$ cat src/rtl/cia_timer.sv
// CIA 16-bit interval timer: latch, down-counter, underflow pulse
// and PB6/PB7 output, all state advanced on the phi2_dn enable.
module cia_timer #(
    parameter logic [3:0] ADDR_LO = 4'h4
) (
    input  logic       clk,
    input  logic       res_n,
    input  logic       phi2_dn,
    input  logic       we,
    input  logic [3:0] addr,
    input  logic [7:0] data,
    input  logic       ctrl_start,
    input  logic       ctrl_count,
    input  logic       ctrl_force_ld,
    input  logic [1:0] ctrl_outmode,
    output logic [7:0] rdata,
    output logic       timer_int,
    output logic       pb_out,
    output logic       pb_oe
);

    localparam logic [3:0] ADDR_HI = ADDR_LO + 4'd1;

    logic [15:0] latch_q, latch_d;
    logic [15:0] cnt_q, cnt_d;
    logic        int_q, int_d;
    logic        pb_q, pb_d;
    logic        start_prev_q, start_prev_d;

    logic wr_lo, wr_hi, underflow, load, start_rise;

    assign wr_lo      = we && (addr == ADDR_LO);
    assign wr_hi      = we && (addr == ADDR_HI);
    assign underflow  = ctrl_count && (cnt_q == 16'h0000);
    assign load       = ctrl_force_ld || underflow || (wr_hi && !ctrl_start);
    assign start_rise = ctrl_start && !start_prev_q;

    always_comb begin
        latch_d      = latch_q;
        cnt_d        = cnt_q;
        int_d        = int_q;
        pb_d         = pb_q;
        start_prev_d = start_prev_q;
        if (phi2_dn) begin
            if (wr_lo) latch_d[7:0]  = data;
            if (wr_hi) latch_d[15:8] = data;
            if (load)
                cnt_d = latch_d;
            else if (ctrl_count)
                cnt_d = cnt_q - 16'd1;
            int_d = underflow;
            // start edge forces the toggle output high, even over an underflow
            if (start_rise)
                pb_d = 1'b1;
            else if (underflow)
                pb_d = !pb_q;
            start_prev_d = ctrl_start;
        end
    end

    always_ff @(posedge clk or negedge res_n) begin
        if (!res_n) begin
            latch_q      <= 16'hFFFF;
            cnt_q        <= 16'hFFFF;
            int_q        <= 1'b0;
            pb_q         <= 1'b0;
            start_prev_q <= 1'b0;
        end else begin
            latch_q      <= latch_d;
            cnt_q        <= cnt_d;
            int_q        <= int_d;
            pb_q         <= pb_d;
            start_prev_q <= start_prev_d;
        end
    end

    always_comb begin
        rdata = 8'h00;
        if (addr == ADDR_LO)
            rdata = cnt_q[7:0];
        else if (addr == ADDR_HI)
            rdata = cnt_q[15:8];
    end

    assign timer_int = int_q;
    assign pb_out    = ctrl_outmode[1] ? pb_q : int_q;
    assign pb_oe     = ctrl_outmode[0];

endmodule

$ cat config.mk
export PLATFORM = sky130hd
export DESIGN_NAME = cia_timer
export DESIGN_NICKNAME = d
export VERILOG_FILES = /design/src/rtl/cia_timer.sv
export SDC_FILE = /design/constraint.sdc
export NUM_CORES = 1
export LEC_CHECK = 0
export CORE_MARGIN = 2
export CORE_UTILIZATION = 55
export CTS_CLUSTER_DIAMETER = 30
export DETAILED_ROUTE_END_ITERATION = 6
export HOLD_SLACK_MARGIN = 0.08
export PLACE_DENSITY_LB_ADDON = 0.25
export RECOVER_POWER = 50
export SLEW_MARGIN = 20
export SYNTH_ARGS = -nofsm -noshare
export SYNTH_HDL_FRONTEND = slang
export SYNTH_SLANG_ARGS = --single-unit
$ cat constraint.sdc
create_clock -name clk -period 3.15 [get_ports clk]
set_clock_uncertainty 0.2 [all_clocks]
set_input_delay 0.945 -clock clk [delete_from_list [all_inputs] [get_ports clk]]
set_output_delay 0.945 -clock clk [all_outputs]
set_load 0.1 [all_outputs]
==> results of run 1 <==
==> critical path: cells and delay by family <==
| kind | cells | cell delay (ns) |
|---|---|---|
| buf+inv | 2 | 0.64 |
| mux | 1 | 0.35 |
==> placed cells by master (no fill, tap or decap), types with 2 or more instances in the layout <==
master and instances:
a311oi_1 2, a211o_1 4, a31o_2 3, clkbuf_2 4, and3_1 2, nor2_4 9
o21a_1 4, buf_12 10, clkbuf_1 2, o21ai_0 2, clkbuf_8 5, and2_1 2
o22a_1 6, nor2b_1 2, nor3_1 9, dfrtp_1 3, clkdlybuf4s50_1 13, buf_6 2
mux2i_1 20, clkinvlp_4 2, and4_1 2, a21oi_1 26, dlygate4sd3_1 2, nor2_1 22
buf_4 15, mux2i_4 8, nand3_1 9, nand4_1 4, mux2_2 8, or3_1 2
ha_1 2, nor4bb_1 2, nor4_1 6, nand2_1 8, dfstp_2 32, inv_1 9
==> state kept, by name, indices dropped and copies added (netlist names) <==
signal        count
pb_q              1
timer_int         1
start_prev_q      1
latch_q          16
cnt_q            16
==> how the worst min path moves through the flow <==
stage          slack (ns)   startpoint  depth (start not counted)     endpoint
2_1_floorplan        0.27   latch_q[1]                          2   latch_q[1]
3_3_place_gp         0.28   latch_q[1]                          2   latch_q[1]
3_5_place_dp         0.28  latch_q[15]                          2  latch_q[15]
4_1_cts              0.29  latch_q[15]                          2  latch_q[15]
5_1_grt              0.30  latch_q[15]                          2  latch_q[15]
6_report             0.29  latch_q[15]                          2  latch_q[15]
==> logic make-up after synthesis <==
| family | count (synthesis) | share of synthesized area |
|---|---|---|
| AOI/OAI and AO/OA | 55 | 0.163 |
| muxes | 36 | 0.163 |
| and+or+nand+nor | 85 | 0.203 |
| adders and majority gates | 2 | 0.0110 |
| buffers and inverters | 26 | 0.0567 |
| DFF | 35 | 0.403 |
==> layout make-up <==
class / count / area, µm² / area share
inverters: 9 / 33.8 / 0.0112
well taps: 50 / 62.6 / 0.0207
multi-input cells: 178 / 1390 / 0.461
clock inverters: 3 / 20.0 / 0.00663
flip-flops and latches: 35 / 916 / 0.303
repair buffers: 50 / 527 / 0.174
clock buffers: 5 / 68.8 / 0.0228
==> repair_timing <==
item                                    CTS  global route
pin swaps                                 2             3
endpoints found under the setup margin    8             8
resized for setup                        26             3
hold endpoints to repair                  0             0
==> power groups by stage <==
stage                     Sequential, µW  Combinational (µW)  Clock [µW]
after CTS                            747                 477         332
after floorplan                      693                 325           0
after global placement               720                 434           0
after global routing                 764                 515         353
after detailed placement             729                 442           0
final                                749                 475         329
==> metal layers <==
metal	up-vias	track usage
li1	958	-
met1	921	0.361
met2	68	0.398
met3	13	0.0559
met4	0	0.0975
met5	-	0
==> through the flow <==
stage / hold WS [ns] / std cells / setup WS, ns
finish: 0.293 / 330 / 0.0677
global route: 0.300 / 330 / 0.0513
CTS: 0.293 / 330 / 0.00184
detailed placement: 0.281 / 322 / -0.252
global placement: 0.275 / 322 / -0.218
floorplan: 0.267 / 239 / 0.0148
==> summary.md, run 1 <==
| Metric | Value |
|---|---|
| Area share of the largest cell type after synthesis | 0.370 |
| Crit end category | primary output |
| Power Dens Cells | 514 nW/µm² |
| Initial cell density of the core | 0.568 |
| Critical path required time | 2.00 ns |
| Status | finished, final reports clean |
| Mapped Avg Cell Area | 9.51 µm² |
| Hold-fix buffer count after cts | 0 |
| Clock latency at the later pin of the worst-skew pair | 0.29 ns |
| Largest net degree at the start of global routing | 36 |
| Yosys warns | 0 |
| DR WL/cell | 15.9 µm |
| Core area | 4000 µm² |
| Clock transition at path regs | 0.08 ns |
| CTS tree | yes |
| Most frequent cell after synthesis | dfstp_2 |
| Least-Margin Pin Slew | 1.16 ns |
| Hold Crit Class | flip-flop to flip-flop |
| Nets | 302 |
| Worst path slowest cell | clkdlybuf4s50_1 |
| Setup TNS Final | 0 ns |
| DIE HEIGHT | 68.3 µm |
| Main flop type after synthesis | dfstp_2 |
| Die width | 68.3 µm |
| Commonest cells in the netlist | dfstp_2 (32), nor2_1 (30), mux2i_1 (28), a21oi_1 (26) |
| Rel. slew slack | 0.229 |
| Maximum VDD drop | 432 µV |
| Drc violations | 0 |
| Inserted Clock Buffers | 5 |
| Clk pwr share | 0.212 |
| Final hold violation count | 0 |
| Number of synthesized register bits | 35 |
| Logic gate share of total power | 0.306 |
| Sw Share | 0.362 |
| Post-synthesis sequential area ratio | 0.403 |
| Final Instance Area | 3020 µm² |
| Period Utilization, post-route | 0.979 |
| Worst R2R Setup Slack | 0.73 ns |
| Post-DRT Antenna Nets | 0 |
| Final setup violation count | 0 |
| GRT Total Usage | 0.260 |
| Power, Total | 1550 µW |
| Fin. max-slew vios | 0 |
| Filler cells | 266 |
| PortBufs | 29 |
| Wl on met1 | 2310 µm |
| Met3 Wirelength | 302 µm |
| Row Count | 23 |
| Startpoint types | input port |
| Reg2reg path depth | 7 |
| Crit-path cells | clkdlybuf4s50_1 -> mux2_2 -> buf_12 |
| Highest metal used | met4 |
| Worst EP arrival | 1.94 ns |
| Met2 WL | 2500 µm |
| I/O pins | 32 |
| CTS H-tree lvls | 2 |
| CTS max path bufs | 2 |
| RSZ-0062 raised after global routing | no |
| Ys async rst share | 1.00 |
| DR iter-0 viols | 125 |
| Fmax | 324 MHz |
| Hpwl dp | 3810 µm |
| Vias | 1960 |
| Area growth syn-to-layout | 32.8% |
| Crit path to | pb_out |
| Crit Path Class | input port to primary output |
| Max Cap Violations | 0 |
| Vias/cell | 5.94 |
| Reg power frac | 0.482 |
| Max incr delay on CP | 0.47 ns |
| Die area | 4660 µm² |
| Most area-consuming cells after synthesis | dfstp_2 (37%), mux2i_1 (12%), a21oi_1 (5.7%) |
| Final wirelength | 5250 µm |
| Num Clock Sinks | 35 |
| Root Buffer | clkbuf_8 |
| Initial antenna violation count | 0 |
| First-pass GRT wire length | 8760 µm |
| Grt total ovfl | 0 |
| Layout cell share with drive strength beyond 1 | 0.375 |
| Mapped cell area | 2270 µm² |
| Net Sw Power | 563 µW |
| Yosys cell types | 46 |
| Syn Inst Count | 239 |
| Worst r2r src | cnt_q[0] |
| # Post-CTS Setup Buffers | 0 |
| CP Max Fanout | 1 |
| Vias in the first global route | 1833 |
| Leading area contributor after synthesis | dfstp_2 |
| Internal Pwr Total | 991 µW |
| Placed Area | 2850 µm² |
| Diodes inserted | 0 |
| Critical R2R Capture | cnt_q[12] |
| Clock period minus worst slack | 3.08 ns |
| Critical Path Source | ctrl_outmode[1] |
| Final core utilization | 0.755 |
| Number of flops mapped to enable cells by yosys | 0 |
| Initial DRT Pass Iterations | 4 |
| Leakage | 0.00119 µW |
| RD Place Congestion | 0.888 |
| Synth Net Count | 262 |
(Power assumes the default switching activity.)
==> run 2: changes to the inputs <==
--- a/config.mk
+++ b/config.mk
@@ -12,7 +12,8 @@
 export HOLD_SLACK_MARGIN = 0.08
 export PLACE_DENSITY_LB_ADDON = 0.25
 export RECOVER_POWER = 50
-export SLEW_MARGIN = 20
+export SETUP_SLACK_MARGIN = 0.1
+export SLEW_MARGIN = 0
 export SYNTH_ARGS = -nofsm -noshare
 export SYNTH_HDL_FRONTEND = slang
 export SYNTH_SLANG_ARGS = --single-unit
==> run 2 against run 1 <==
Non-clock buffer count is the same. Clock-buffer cell count increased by 3. Final cell count unchanged. Critical path type unchanged. Largest power group unchanged. Final area grew 0.91%. Flip-flop and latch count unchanged. First-iteration DRC count down 9.6%. Maximum frequency up 1.6%. Routed wire length increased by 4.9%. Total power up 2.5%. Setup slack improved by 0.048 ns. Critical endpoint is now rdata[6].
==> summary.md, run 2 (synthesis results as in run 1) <==
| Metric | Value |
|---|---|
| Rel. slew slack | 0.211 (-0.0177) |
| # Post-CTS Setup Buffers | 0 (unchanged) |
| Area growth syn-to-layout | 34.0% |
| Filler cells | 267 (+0.38%) |
| Reg2reg path depth | 7 (unchanged) |
| Grt total ovfl | 0 (unchanged) |
| Hold path startpoint | latch_q[15] |
| Critical R2R Capture | cnt_q[12] |
| Post-DRT Antenna Nets | 0 (unchanged) |
| Max Cap Violations | 0 (unchanged) |
| Multi-input logic area | 1400 µm² (+0.27%) |
| Non-Filler Instances | 330 (unchanged) |
| DR WL/cell | 16.7 µm (+4.9%) |
| DR iter-0 viols | 113 (-9.6%) |
| Worst R2R Setup Slack | 0.73 ns (about the same) |
| CTS tree | yes |
| Nets | 302 (unchanged) |
| Leakage | 0.00121 µW (+1.6%) |
| Fin. max-slew vios | 0 (unchanged) |
| RSZ-0062 raised after global routing | yes |
| Worst Hold End | latch_q[15] |
| Clock period minus worst slack | 3.03 ns (-0.0482 ns) |
| Maximum VDD drop | 373 µV (-14%) |
| Power, Total | 1590 µW (+2.5%) |
| Fmax | 330 MHz (+1.6%) |
| Die area | 4660 µm² (unchanged) |
| First-pass GRT wire length | 8830 µm (+0.79%) |
| Crit Path Class | input port to primary output |
| Storage cell area | 916 µm² (unchanged) |
| Hold-fix buffer count after cts | 0 (unchanged) |
| I/O pins | 32 (unchanged) |
| Hpwl dp | 3810 µm (+0.16%) |
| CP Max Fanout | 8 (+7) |
| Final hold violation count | 0 (unchanged) |
| Drc violations | 0 (unchanged) |
| Vias in the first global route | 1834 (+0.055%) |
| Commonest cells after routing, fill and taps aside | dfstp_2 (32), a21oi_1 (26), nor2_1 (22), mux2i_1 (20), buf_4 (15) |
| Initial DRT Pass Iterations | 4 (unchanged) |
| Startpoint types | input port |
| Worst r2r src | cnt_q[0] |
| Least-Margin Pin Slew | 1.19 ns (+0.0266 ns) |
| RD Place Congestion | 0.889 (about the same) |
| Initial cell density of the core | 0.568 (unchanged) |
| PortBufs | 29 (unchanged) |
| Clock transition at path regs | 0.06 ns (-0.02 ns) |
| Initial antenna violation count | 0 (unchanged) |
| Core area | 4000 µm² (unchanged) |
| DIE HEIGHT | 68.3 µm (unchanged) |
| Top flop regs | cnt_q (16), latch_q (16) |
| Row Count | 23 (unchanged) |
| CTS max path bufs | 2 (unchanged) |
| Layout cell share with drive strength beyond 1 | 0.371 (-0.00357) |
| Largest net degree at the start of global routing | 36 (unchanged) |
| Most common cell after layout, fill and taps aside | dfstp_2 |
| Hold Crit Class | flip-flop to flip-flop |
| Clock latency at the later pin of the worst-skew pair | 0.29 ns (about the same) |
| Num Clock Sinks | 35 (unchanged) |
| Power Dens Cells | 523 nW/µm² (+1.6%) |
| Vias/cell | 6.02 (+1.3%) |
| Final core utilization | 0.762 (+0.00688) |
| CTS H-tree lvls | 2 (unchanged) |
| Period Utilization, post-route | 0.963 (-0.0153) |
| Diodes inserted | 0 (unchanged) |
| Crit end category | primary output |
| GRT Total Usage | 0.261 (+0.00146) |
| Die width | 68.3 µm (unchanged) |
| Inserted Clock Buffers | 5 (unchanged) |
| Worst Hold Depth | 2 (unchanged) |
| Root Buffer | clkbuf_8 |
| Final wirelength | 5500 µm (+4.9%) |
| Status | finished, final reports clean |
| Worst EP arrival | 1.89 ns (-0.05 ns) |
| Placed Cells | 322 (unchanged) |
| Critical path required time | 2.00 ns (about the same) |
| Final setup violation count | 0 (unchanged) |
| Vias | 1986 (+1.3%) |
==> run 2: area by class of cell <==
class                   count  area share
flip-flops and latches     35       0.301
multi-input cells         178       0.458
clock buffers               8      0.0329
well taps                  50      0.0205
inverters                   9      0.0111
repair buffers             50       0.177
==> run 2: where the power goes <==
group          leakage [µW]  switching [µW]  internal, µW
clock network     0.0000515             167           200
registers          0.000375             137           609
logic              0.000785             250           231
==> run 2: metal layers <==
layer	share of wire	GRT usage	vias up	wire (µm)
met2	0.48	0.414	74	2630
met4	0.018	0.105	0	98
li1	-	-	957	-
met5	0	0	-	0
met3	0.052	0.0444	10	286
met1	0.45	0.355	945	2490
==> run 2: how the worst max path moves through the flow <==
stage	cells past startpoint	endpoint	from
after CTS	4	rdata[6]	addr[3]
after global placement	4	rdata[4]	addr[2]
after global routing	4	rdata[6]	addr[1]
final	4	rdata[6]	addr[1]
after detailed placement	4	rdata[6]	addr[2]
after floorplan	3	rdata[0]	addr[1]
==> run 2: critical path, stage by stage <==
cell    delay [ns]
buf_6         0.09
or3b_4        0.51
nor2_4        0.15
buf_12        0.18
==> run 2: through the flow <==
| stage | worst slack (ns) | area, µm² | hold slack (ns) | TNS, ns |
|---|---|---|---|---|
| 6_report | 0.116 | 3050 | 0.295 | 0 |
| 5_1_grt | 0.0935 | 3050 | 0.321 | 0 |
| 4_1_cts | 0.100 | 3050 | 0.300 | 0 |
| 3_5_place_dp | -0.241 | 2850 | 0.287 | -1.94 |
| 3_3_place_gp | -0.218 | 2850 | 0.275 | -1.74 |
| 2_1_floorplan | 0.0148 | 2360 | 0.267 | 0 |
==> run 2: what timing repair did <==
action                     in CTS  in global routing
pin swaps                       2                  2
gates resized for setup        33                  2
setup endpoints to repair       9                  5
